## config.mk

```make
export PLATFORM = sky130hd
export DESIGN_NAME = mem_port_arbiter
export DESIGN_NICKNAME = d
export VERILOG_FILES = /design/src/rtl/mem_port_arbiter.sv
export SDC_FILE = /design/constraint.sdc
export NUM_CORES = 1
export LEC_CHECK = 0
export ABC_AREA = 1
export CELL_PAD_IN_SITES_DETAIL_PLACEMENT = 0
export CELL_PAD_IN_SITES_GLOBAL_PLACEMENT = 1
export CORE_MARGIN = 8
export CORE_UTILIZATION = 13
export DETAILED_ROUTE_END_ITERATION = 6
export PLACE_DENSITY = 0.86
export SLEW_MARGIN = 20
export SYNTH_ARGS = -nofsm -noshare
export SYNTH_HDL_FRONTEND = slang
export SYNTH_SLANG_ARGS = --single-unit
```

## constraint.sdc

```tcl
create_clock -name clk -period 2 [get_ports clk]
set_input_delay 0.4 -clock clk [delete_from_list [all_inputs] [get_ports clk]]
set_output_delay 0.4 -clock clk [all_outputs]
set_load 0.02 [all_outputs]
```

## src/rtl/mem_port_arbiter.sv

```systemverilog
// Shares one memory port between fetch (I) and data (D); data-priority with a fetch anti-starvation streak limit.
// Combinational issue in IDLE; winner locked until m_valid. Optional counters under MEM_ARB_PERF_EN.
module mem_port_arbiter #(
    parameter int NBITS        = 32,
    parameter int MAX_D_STREAK = 4,
    parameter int CNT_W        = 32
) (
    input  logic             clk,
    input  logic             rst,
    input  logic             i_req,
    input  logic [NBITS-1:0] i_addr,
    output logic             i_rdy,
    output logic             i_valid,
    output logic [NBITS-1:0] i_rdata,
    input  logic             d_req,
    input  logic             d_we,
    input  logic [NBITS-1:0] d_addr,
    input  logic [NBITS-1:0] d_wdata,
    output logic             d_rdy,
    output logic             d_valid,
    output logic [NBITS-1:0] d_rdata,
    output logic             m_req,
    output logic             m_we,
    output logic [NBITS-1:0] m_addr,
    output logic [NBITS-1:0] m_wdata,
    input  logic             m_rdy,
    input  logic             m_valid,
    input  logic [NBITS-1:0] m_rdata,
    output logic             busy,
    output logic [CNT_W-1:0] perf_i_grants,
    output logic [CNT_W-1:0] perf_d_grants,
    output logic [CNT_W-1:0] perf_conflicts
);

    localparam logic [1:0] IDLE = 2'd0;
    localparam logic [1:0] REQ  = 2'd1;
    localparam logic [1:0] WAIT = 2'd2;

    localparam int SW = $clog2(MAX_D_STREAK + 1);
    localparam logic [SW-1:0] STREAK_MAX = SW'(MAX_D_STREAK);

    logic [1:0]    state;
    logic          owner_d;
    logic [SW-1:0] streak;

    logic win_d, win_i;
    logic sel_d, sel_i, rsp;
    logic accept;

    assign win_d = d_req && !(i_req && (streak == STREAK_MAX));
    assign win_i = !win_d && i_req;

    // Reset gates everything so outputs drop asynchronously, not just at the next edge.
    always_comb begin
        sel_d = 1'b0;
        sel_i = 1'b0;
        rsp   = 1'b0;
        case (state)
            IDLE: begin
                sel_d = win_d;
                sel_i = win_i;
            end
            REQ: begin
                sel_d = owner_d;
                sel_i = !owner_d;
            end
            WAIT:    rsp = m_valid;
            default: ;
        endcase
        if (rst) begin
            sel_d = 1'b0;
            sel_i = 1'b0;
            rsp   = 1'b0;
        end
    end

    assign m_req   = sel_d | sel_i;
    assign m_we    = sel_d & d_we;
    assign m_addr  = sel_d ? d_addr : (sel_i ? i_addr : '0);
    assign m_wdata = sel_d ? d_wdata : '0;

    assign accept = m_req & m_rdy;
    assign i_rdy  = sel_i & m_rdy;
    assign d_rdy  = sel_d & m_rdy;

    assign i_valid = rsp & !owner_d;
    assign d_valid = rsp & owner_d;
    assign i_rdata = i_valid ? m_rdata : '0;
    assign d_rdata = d_valid ? m_rdata : '0;

    assign busy = (state != IDLE) && !rst;

    always_ff @(posedge clk or posedge rst) begin
        if (rst) begin
            state   <= IDLE;
            owner_d <= 1'b0;
        end else begin
            case (state)
                IDLE: begin
                    if (m_req) begin
                        owner_d <= sel_d;
                        state   <= m_rdy ? WAIT : REQ;
                    end
                end
                REQ: begin
                    if (m_rdy) state <= WAIT;
                end
                WAIT: begin
                    if (m_valid) state <= IDLE;
                end
                default: state <= IDLE;
            endcase
        end
    end

    // Streak counts data wins only while fetch was actually waiting.
    always_ff @(posedge clk or posedge rst) begin
        if (rst) begin
            streak <= '0;
        end else if (accept) begin
            if (sel_d && i_req) begin
                if (streak != STREAK_MAX) streak <= streak + 1'b1;
            end else begin
                streak <= '0;
            end
        end
    end

`ifdef MEM_ARB_PERF_EN
    logic [CNT_W-1:0] cnt_i, cnt_d, cnt_c;

    always_ff @(posedge clk or posedge rst) begin
        if (rst) begin
            cnt_i <= '0;
            cnt_d <= '0;
            cnt_c <= '0;
        end else begin
            if (accept && sel_i) cnt_i <= cnt_i + 1'b1;
            if (accept && sel_d) cnt_d <= cnt_d + 1'b1;
            if (state == IDLE && i_req && d_req) cnt_c <= cnt_c + 1'b1;
        end
    end

    assign perf_i_grants  = cnt_i;
    assign perf_d_grants  = cnt_d;
    assign perf_conflicts = cnt_c;
`else
    assign perf_i_grants  = '0;
    assign perf_d_grants  = '0;
    assign perf_conflicts = '0;
`endif

endmodule

```

==> impl_metrics.tcl, run 1 <==
set metrics [dict create \
    status "finished with violations" \
    violations "negative setup slack" \
    regArea_sq_um 151.4 \
    dpl.hpwl_mm 10.63 \
    wl_met3_mm 1.741 \
    slew_viol_final 0 \
    syn_avg_cell_area_sq_um 5.437 \
    hold_viol 0 \
    p_comb_share_pct 85.6 \
    drive_above_1_share_pct 40.08 \
    route.met2.wl_mm 7.437 \
    areaGrowthSynthToFinish_pct 145.9 \
    hp-class "input pin to async pin" \
    synth_top_area_cell "buf_4" \
    stdcell_count 985 \
    synthFlopType "dfrtp_1" \
    gp_congestion 0.7519 \
    cp_common_cell "nand2_1" \
    yosysSeqAreaShare_pct 6.151 \
    core_sq_um 18580 \
    clock_power_share_pct 8.9 \
    path_delay_family "simple AND/OR/NAND/NOR gates" \
    viasPerCell 3.575 \
    drt-initial-drc-count 53 \
    cts_inserted_buffers 3 \
    clock.fmax_mhz 479.4 \
    ys_warn_count 0 \
    critPathRequiredTime_ns 1.60 \
    grt_use_total_pct 10.41 \
    switchingPower_mw 1.764 \
    min_period_ns 2.086 \
    synth_edf_count 0 \
    dieArea_sq_um 23420 \
    multi_input_area_sq_um 1913 \
    cap_viol_max_count 0 \
    vias 3521 \
    synth_cell_types 22 \
    skew_ns 0.0005218 \
    yosys_register_bits 6 \
    hold_ws_ns 0.3549 \
    root_buffer "clkbuf_16" \
    tritoncts "built" \
    seqPwrFrac_pct 5.5 \
    intPower_mw 1.853 \
    period_share_pct 104.3 \
    p_sw_share_pct 48.78 \
    power_mw 3.617 \
    p_leak_nw 3.153 \
    synthTopCellsByArea "buf_4, nor2_1, nand3_1" \
    ant_nets 0 \
    start_util_pct 13.14 \
    die_w_um 153.0 \
    startpoint_type "flop" \
    clk_transition_reported_paths_ns 0.03 \
    grt_pass1_wl_mm 20.26 \
    post_drt_wl_per_cell_um 14.04 \
    htree_num_levels 1 \
    n_fill_cell 1987 \
    endpoint_kind "output port" \
    placed_cell_area_sq_um 5211 \
    crit_type "flop to output port" \
    finalNetCount 890 \
    maxUsedRoutingLayer "met4" \
    grt_max_degree 33 \
    grt_setup_unrepaired "true" \
    post-synth-top-count-cell "nor2_1" \
    setup_viol_count_final 24 \
    synth_top_area_share_pct 29.83 \
    numPortBuffers 269 \
    vdd_drop_max_v 0.0003195 \
    firstDrtPassIters 4 \
    clock_path_buffers 2 \
    ioPinCount 366 \
    p_per_area_nw_per_um2 602.5 \
    wirelength_mm 13.83 \
    rows 50 \
    crit_arrival_ns 1.69 \
    placed_cells 960 \
    path_cells "inv_2, ha_4, nand3_4, nand2_1, nand2_2, nand2_4, buf_12, clkbuf_16, nand3_1, nand2_1, buf_6" \
    netlist_top_cells_count "nor2_1, buf_4, inv_1" \
    cts_sinks 6 \
    cp_max_fo 7 \
    timing.final.ws_setup_ns -0.08585 \
    synthCells 449 \
    design_area_sq_um 6003 \
    syn_area_sq_um 2441 \
    num_antenna_cells 0 \
    max_stage_delay_ns 0.38 \
    clk_latency_ns 0.23 \
    path_buf_inv 4 \
    drcViolationCount 0 \
    wl_met1_mm 4.548 \
    globalRoute.totalOverflow 0 \
    crit_path_top_delay_cell "dfrtp_1" \
    grt_antenna_before_repair 1 \
    die_h_um 153.0 \
    ys_async_sr_fraction_pct 100.0 \
    grt_pass1_vias 3693 \
]
sequential cells by signal, indices dropped and copies added, names as in the netlist:
register,flops
streak,3
owner_d,1
state,2
cell usage in the layout, fill, tap and decap left out, types with 26 or more instances in the layout:
master	instances
clkdlybuf4s50_1	130
nand2_1	35
nor2_4	26
nand3_1	51
buf_6	67
nor2_1	51
buf_4	98
nor2_2	29
inv_1	71
conb_1	96
kinds of logic after synthesis:
| kind of cell | Yosys count | share of synthesized area [%] |
|---|---|---|
| buf+inv | 198 | 48.54 |
| flops | 6 | 6.151 |
| compound gates | 3 | 0.6149 |
| simple gates | 238 | 43.16 |
| other cells | 1 | 0.1536 |
| fa+ha+maj | 2 | 1.025 |
| xor+xnor | 1 | 0.3589 |
power groups by stage:
stage	clock [mW]	combinational, mW	sequential (mW)
2_1_floorplan	0	1.39	0.190
6_report	0.322	3.10	0.198
4_1_cts	0.330	2.84	0.191
5_1_grt	0.337	3.33	0.202
3_3_place_gp	0	2.52	0.186
3_5_place_dp	0	2.51	0.187
worst reg2reg max path: stages, from the launching register on:
cell and delay (ns):
dfrtp_2 0.44, buf_6 0.14, nor2_4 0.09, nand3_2 0.09, nand2_4 0.10, buf_6 0.14
clkbuf_16 0.17, nand3_4 0.07, buf_4 0.14, nand2_2 0.10, nand2_2 0.07, nand2_1 0.06
nand2_1 0.05
path summary, 6_finish.rpt:
path                                 from         end  slack [ns]  cells after the start
worst max-delay path            streak[1]  m_addr[11]       -0.09                     11
worst min-delay path                  rst   streak[1]        0.35                      3
worst max register to register   state[0]   streak[2]        0.24                     12
worst min register to register  streak[1]   streak[1]        0.60                      3
max in group asynchronous             rst   streak[2]        1.21                      6
min in group clk                streak[1]   streak[1]        0.60                      3
timing repair:
action                                  in CTS  in global routing
pin swaps                                    5                 30
buffers inserted                            11                  5
gates cloned                                 5                  4
endpoints found under the setup margin     133                133
hold buffers                                 0                  0
resized for setup                          668                190
through the flow:
step	TNS, ns	worst slack (ns)	utilization, %
2_1_floorplan	0	0.1213	-
3_3_place_gp	-76.93	-0.6747	28.05
3_5_place_dp	-77.06	-0.6809	28.05
4_1_cts	-4.263	-0.1108	28.55
5_1_grt	-8.575	-0.1454	32.31
6_report	-1.049	-0.08585	32.31
per-layer routing:
layer	global-route usage, %	up-vias
li1	-	1744
met1	9.778	1552
met2	19.76	214
met3	6.174	11
met4	0.8483	0
met5	0	-
cell type report:
cell class / count / share of cell area (%)
repair buffers: 322 / 54.40
well taps: 234 / 4.877
flip-flops and latches: 6 / 2.522
clock buffers: 3 / 1.251
inverters: 80 / 5.085
multi-input cells: 340 / 31.87
Power figures use the tool's default switching activity.
==> run 2: changes to the inputs <==
--- a/config.mk
+++ b/config.mk
@@ -12,7 +12,6 @@
 export CORE_UTILIZATION = 13
 export DETAILED_ROUTE_END_ITERATION = 6
 export PLACE_DENSITY = 0.86
-export SLEW_MARGIN = 20
 export SYNTH_ARGS = -nofsm -noshare
 export SYNTH_HDL_FRONTEND = slang
 export SYNTH_SLANG_ARGS = --single-unit
==> constraint.sdc (replaced) <==
create_clock -name clk -period 2.3 [get_ports clk]
set_input_delay 0.46 -clock clk [delete_from_list [all_inputs] [get_ports clk]]
set_output_delay 0.46 -clock clk [all_outputs]
set_load 0.02 [all_outputs]
==> impl_metrics.tcl, run 2 (synthesized netlist as in run 1, its figures left out) <==
set metrics [dict create \
    cts_sinks 6 \
    rows 50 \
    path_buf_inv 4 \
    slew_viol_final 0 \
    vdd_drop_max_v 0.0002771 \
    crit_type "flop to output port" \
    grt_pass1_vias 3477 \
    critPathRequiredTime_ns 1.84 \
    cp_max_fo 15 \
    regMostFlops "streak" \
    numPortBuffers 269 \
    crit_arrival_ns 1.73 \
    dieArea_sq_um 23420 \
    start_util_pct 13.14 \
    max_stage_delay_ns 0.38 \
    vias 3390 \
    setup_viol_count_final 0 \
    grt_pass1_wl_mm 18.66 \
    p_leak_nw 3.000 \
    final_common_cell "clkdlybuf4s50_1" \
    wirelength_mm 12.52 \
    grt_antenna_before_repair 1 \
    layout_common_cells "clkdlybuf4s50_1, buf_2, nor2_1" \
    clk_latency_ns 0.23 \
    clock_path_buffers 2 \
    min_period_ns 2.188 \
    root_buffer "clkbuf_16" \
    power_mw 2.543 \
    clock.fmax_mhz 457.1 \
    hp-class "input pin to async pin" \
    ioPinCount 366 \
    finalNetCount 875 \
    firstDrtPassIters 4 \
    grt_use_total_pct 9.621 \
    cap_viol_max_count 0 \
    endpoint_kind "output port" \
    dpl.hpwl_mm 10.69 \
    die_w_um 153.0 \
    num_antenna_cells 0 \
    cts_inserted_buffers 3 \
    status "complete, no violations" \
    gp_congestion 0.7541 \
    largest_register_ffs 3 \
    grt_max_degree 34 \
    viasPerCell 3.495 \
    drt-initial-drc-count 73 \
    skew_ns 0.001071 \
    path_delay_family "buffers and inverters" \
    p_per_area_nw_per_um2 519.2 \
    globalRoute.totalOverflow 0 \
    cp_common_cell "buf_4" \
    areaGrowthSynthToFinish_pct 100.6 \
    ant_nets 0 \
    path_cells "buf_4, nor2_2, nand3_2, nand2_4, buf_4, clkbuf_16, nand3_1, nand2_1, buf_2" \
    clk_transition_reported_paths_ns 0.03 \
    grt_setup_unrepaired "true" \
    tritoncts "built" \
    drive_above_1_share_pct 26.63 \
    die_h_um 153.0 \
    crit_path_top_delay_cell "dfrtp_1" \
    hold_viol 0 \
    reg_top3 "streak x3, state x2, owner_d x1" \
    core_sq_um 18580 \
    setup_tns_ns 0 \
    drcViolationCount 0 \
    period_share_pct 95.13 \
    htree_num_levels 1 \
    post_drt_wl_per_cell_um 12.91 \
    startpoint_type "flop" \
]
## run 2: cell types whose count changed in the layout (fill, tap and decap cells not counted), moves of 4 or more
cell | before | now
buf_12 | 11 | 7
buf_4 | 98 | 49
nand3_1 | 51 | 72
inv_1 | 71 | 77
nand2_1 | 35 | 47
nor2_4 | 26 | 1
nor2_1 | 51 | 100
buf_6 | 67 | 1
dlygate4sd2_1 | 5 | 1
inv_2 | 8 | 2
nor2_2 | 29 | 5
nand3_2 | 23 | 5
nand2_2 | 14 | 2
buf_2 | 4 | 106
## run 2: stage by stage
step / cells / utilization, % / hold WS, ns / worst slack [ns] / instance area, sq um
floorplan: 544 / - / 0.4662 / 0.3013 / 2798
global placement: 960 / 28.05 / 0.5568 / -0.4978 / 5211
detailed placement: 960 / 28.05 / 0.5619 / -0.5294 / 5211
CTS: 967 / 27.41 / 0.5696 / 0.001674 / 5092
global route: 970 / 26.36 / 0.3368 / -0.02073 / 4897
finish: 970 / 26.36 / 0.3128 / 0.1121 / 4897
## run 2: layout make-up
type / count / area [sq um]
Clock buffer: 3 / 75.07
Fill cell: 2132 / 13680
Inverter: 80 / 302.8
Multi-Input combinational cell: 340 / 1495
Sequential cell: 6 / 150.1
Tap cell: 234 / 292.8
Timing Repair Buffer: 307 / 2581
## run 2: repair_timing
item                                    in CTS  in global routing
endpoints found under the setup margin     132                130
buffers inserted                             2                  1
hold buffers                                 0                  0
gates resized for setup                    479                 83
pin swaps                                    1                  1
gates cloned                                 2                  2
## run 2: worst paths after layout
path / start / to / slack, ns / cells after the start
worst max-delay path: state[0] / m_addr[26] / 0.11 / 9
worst min-delay path: rst / streak[1] / 0.31 / 3
worst max register to register: streak[0] / streak[1] / 0.55 / 12
worst min register to register: streak[1] / streak[1] / 0.56 / 3
max in group asynchronous: rst / owner_d / 1.68 / 4
min in group clk: streak[1] / streak[1] / 0.56 / 3
## run 2: power breakdown
group	total (mW)	internal [mW]	leakage [nW]	switching, mW
sequential	0.163	0.136	0.0786	0.0265
combinational	2.10	0.878	2.88	1.22
clock	0.280	0.223	0.0370	0.0568
total	2.54	1.24	3.00	1.31
## run 2: routing by layer
metal	GRT usage (%)	routed length, um	up-vias
met5	0	0	-
met4	0.9896	45	0
met3	4.877	1452	4
met2	18.55	6493	213
met1	9.218	4532	1457
li1	-	-	1716
## run 2: tightest hold or removal path, delay by kind of cell
family                 cells  cell delay (ns)
buffers and inverters      3             0.41
==> run 3: changes to the inputs <==
--- a/config.mk
+++ b/config.mk
@@ -8,10 +8,10 @@
 export ABC_AREA = 1
 export CELL_PAD_IN_SITES_DETAIL_PLACEMENT = 0
 export CELL_PAD_IN_SITES_GLOBAL_PLACEMENT = 1
-export CORE_MARGIN = 8
-export CORE_UTILIZATION = 13
+export CORE_AREA = 2 2 141 143
 export DETAILED_ROUTE_END_ITERATION = 6
-export PLACE_DENSITY = 0.86
+export DIE_AREA = 0 0 143 145
+export PLACE_DENSITY = 0.84
 export SYNTH_ARGS = -nofsm -noshare
 export SYNTH_HDL_FRONTEND = slang
 export SYNTH_SLANG_ARGS = --single-unit
==> impl_metrics.tcl, run 3 (synthesized netlist as in run 1, its figures left out) <==
set metrics [dict create \
    status "complete, no violations" \
    p_comb_share_pct 83.0 \
    rows 51 \
    areaGrowthSynthToFinish_pct 105.2 \
    dieArea_sq_um 20740 \
    drcViolationCount 0 \
    switchingPower_mw 1.333 \
    viasPerCell 3.381 \
    path_delay_family "buffers and inverters" \
    root_buffer "clkbuf_16" \
    min_period_ns 2.214 \
    gp_congestion 0.7363 \
    cap_viol_max_count 0 \
    die_h_um 145 \
    grt_pass1_wl_mm 15.26 \
    grt_antenna_before_repair 0 \
    clk_latency_ns 0.23 \
    grt_max_degree 33 \
    post_drt_wl_per_cell_um 10.79 \
    firstDrtPassIters 6 \
    n_fill_cell 2188 \
    vdd_drop_max_v 0.0002825 \
    grt_setup_unrepaired "true" \
    crit_type "input pin to output port" \
    intPower_mw 1.286 \
    num_antenna_cells 0 \
    final_common_cell "clkdlybuf4s50_1" \
    globalRoute.totalOverflow 0 \
    finalNetCount 879 \
    seqPwrFrac_pct 6.3 \
    wirelength_mm 10.84 \
    path_buf_inv 4 \
    startpoint_type "input pin" \
    tritoncts "built" \
    core_sq_um 19210 \
    endpoint_kind "output port" \
    hold_viol 0 \
    critPathRequiredTime_ns 1.84 \
    grt_use_total_pct 9.006 \
    p_per_area_nw_per_um2 522.7 \
    numPortBuffers 269 \
    crit_path_top_delay_cell "clkdlybuf4s50_1" \
    clock_path_buffers 2 \
    dp_slack_ns -0.5396 \
    skew_ns 0.001163 \
    ant_nets 0 \
    p_sw_share_pct 50.90 \
    postCtsHoldBufs 0 \
    largest_register_ffs 3 \
    grt_pass1_vias 3031 \
    layout_common_cells "clkdlybuf4s50_1, buf_2, nor2_1" \
    p_leak_nw 3.027 \
    drive_above_1_share_pct 27.16 \
    cp.depth 7 \
    slew_viol_final 0 \
    clock.fmax_mhz 451.8 \
    r2r.worst_path.cells 13 \
    htree_num_levels 1 \
    reg_top3 "streak x3, state x2, owner_d x1" \
    dpl.hpwl_mm 8.565 \
    path_cells "clkdlybuf4s50_1, nand3_2, nor2_2, inv_2, buf_4, nor2_1, buf_2" \
    start_util_pct 12.71 \
    r2r_slack_ns 0.51 \
    cts_inserted_buffers 3 \
    vias 3398 \
    regMostFlops "streak" \
    cts_sinks 6 \
    drt-initial-drc-count 114 \
    hp-class "input pin to async pin" \
    cp_max_fo 4 \
    ioPinCount 366 \
    period_share_pct 96.24 \
    clk_transition_reported_paths_ns 0.03 \
    crit_arrival_ns 1.75 \
    timing.final.ws_setup_ns 0.08647 \
    max_stage_delay_ns 0.53 \
    die_w_um 143 \
    clock_power_share_pct 10.7 \
    hold_ws_ns 0.5362 \
    setup_viol_count_final 0 \
]
## run 3: cell count changes in the layout (fill, tap and decap cells not counted), moves of 2 or more
cell / previous run / this run
clkbuf_16: 5 / 7
dlymetal6s2s_1: 3 / 1
buf_4: 49 / 52
clkdlybuf4s15_2: 3 / 0
clkbuf_2: 0 / 4
clkdlybuf4s50_1: 131 / 133
buf_2: 106 / 104
## run 3: final timing paths
| path | start | endpoint |
|---|---|---|
| max | m_valid | d_rdata[12] |
| min | rst | owner_d |
| max reg2reg | state[0] | streak[2] |
| min reg2reg | streak[2] | streak[2] |
| max in group asynchronous | rst | state[0] |
| min in group clk | streak[2] | streak[2] |
## run 3: through the flow
stage | total power, mW | instance area [sq um] | cells | util [%] | TNS (ns)
6_report | 2.618 | 5010 | 1005 | 26.08 | 0
5_1_grt | 2.809 | 5010 | 1005 | 26.08 | -0.2963
4_1_cts | 2.547 | 4952 | 1000 | 25.78 | -0.2221
3_5_place_dp | 2.358 | 5238 | 989 | 27.27 | -58.69
3_3_place_gp | 2.362 | 5238 | 989 | 27.27 | -58.91
2_1_floorplan | 1.375 | 2798 | 544 | - | 0
## run 3: cell type report
class	instances	area [sq um]	share of cell area, %
inverter	80	300.3	5.994
clock buffer	3	75.07	1.499
timing repair buffer	311	2659	53.07
sequential	6	150.1	2.997
multi-input combinational	340	1494	29.82
tap	265	331.6	6.618
## run 3: per-layer routing
metal	track usage, %	up-vias	wire length, um
met2	17.82	213	5714
met5	0	-	0
met1	9.611	1452	3844
li1	-	1728	-
met4	1.188	0	50
met3	2.244	5	1235
## run 3: timing repair
item                       4_1_cts  5_1_grt
cloned                           3        4
setup buffers                    5        1
pin swaps                        0        2
resized for setup              540       27
setup endpoints to repair      133      133
## run 3: power groups by stage
stage                     combinational (mW)  clock, mW  sequential [mW]
after detailed placement                2.19          0            0.165
final                                   2.17      0.281            0.165
after global placement                  2.20          0            0.166
after global routing                    2.35      0.293            0.169
after CTS                               2.10      0.286            0.165
after floorplan                         1.21          0            0.165
## run 3: tightest hold or removal path: stages
cell	delay, ns
dlymetal6s2s_1	0.14
inv_2	0.11
buf_4	0.12
bufbuf_16	0.26
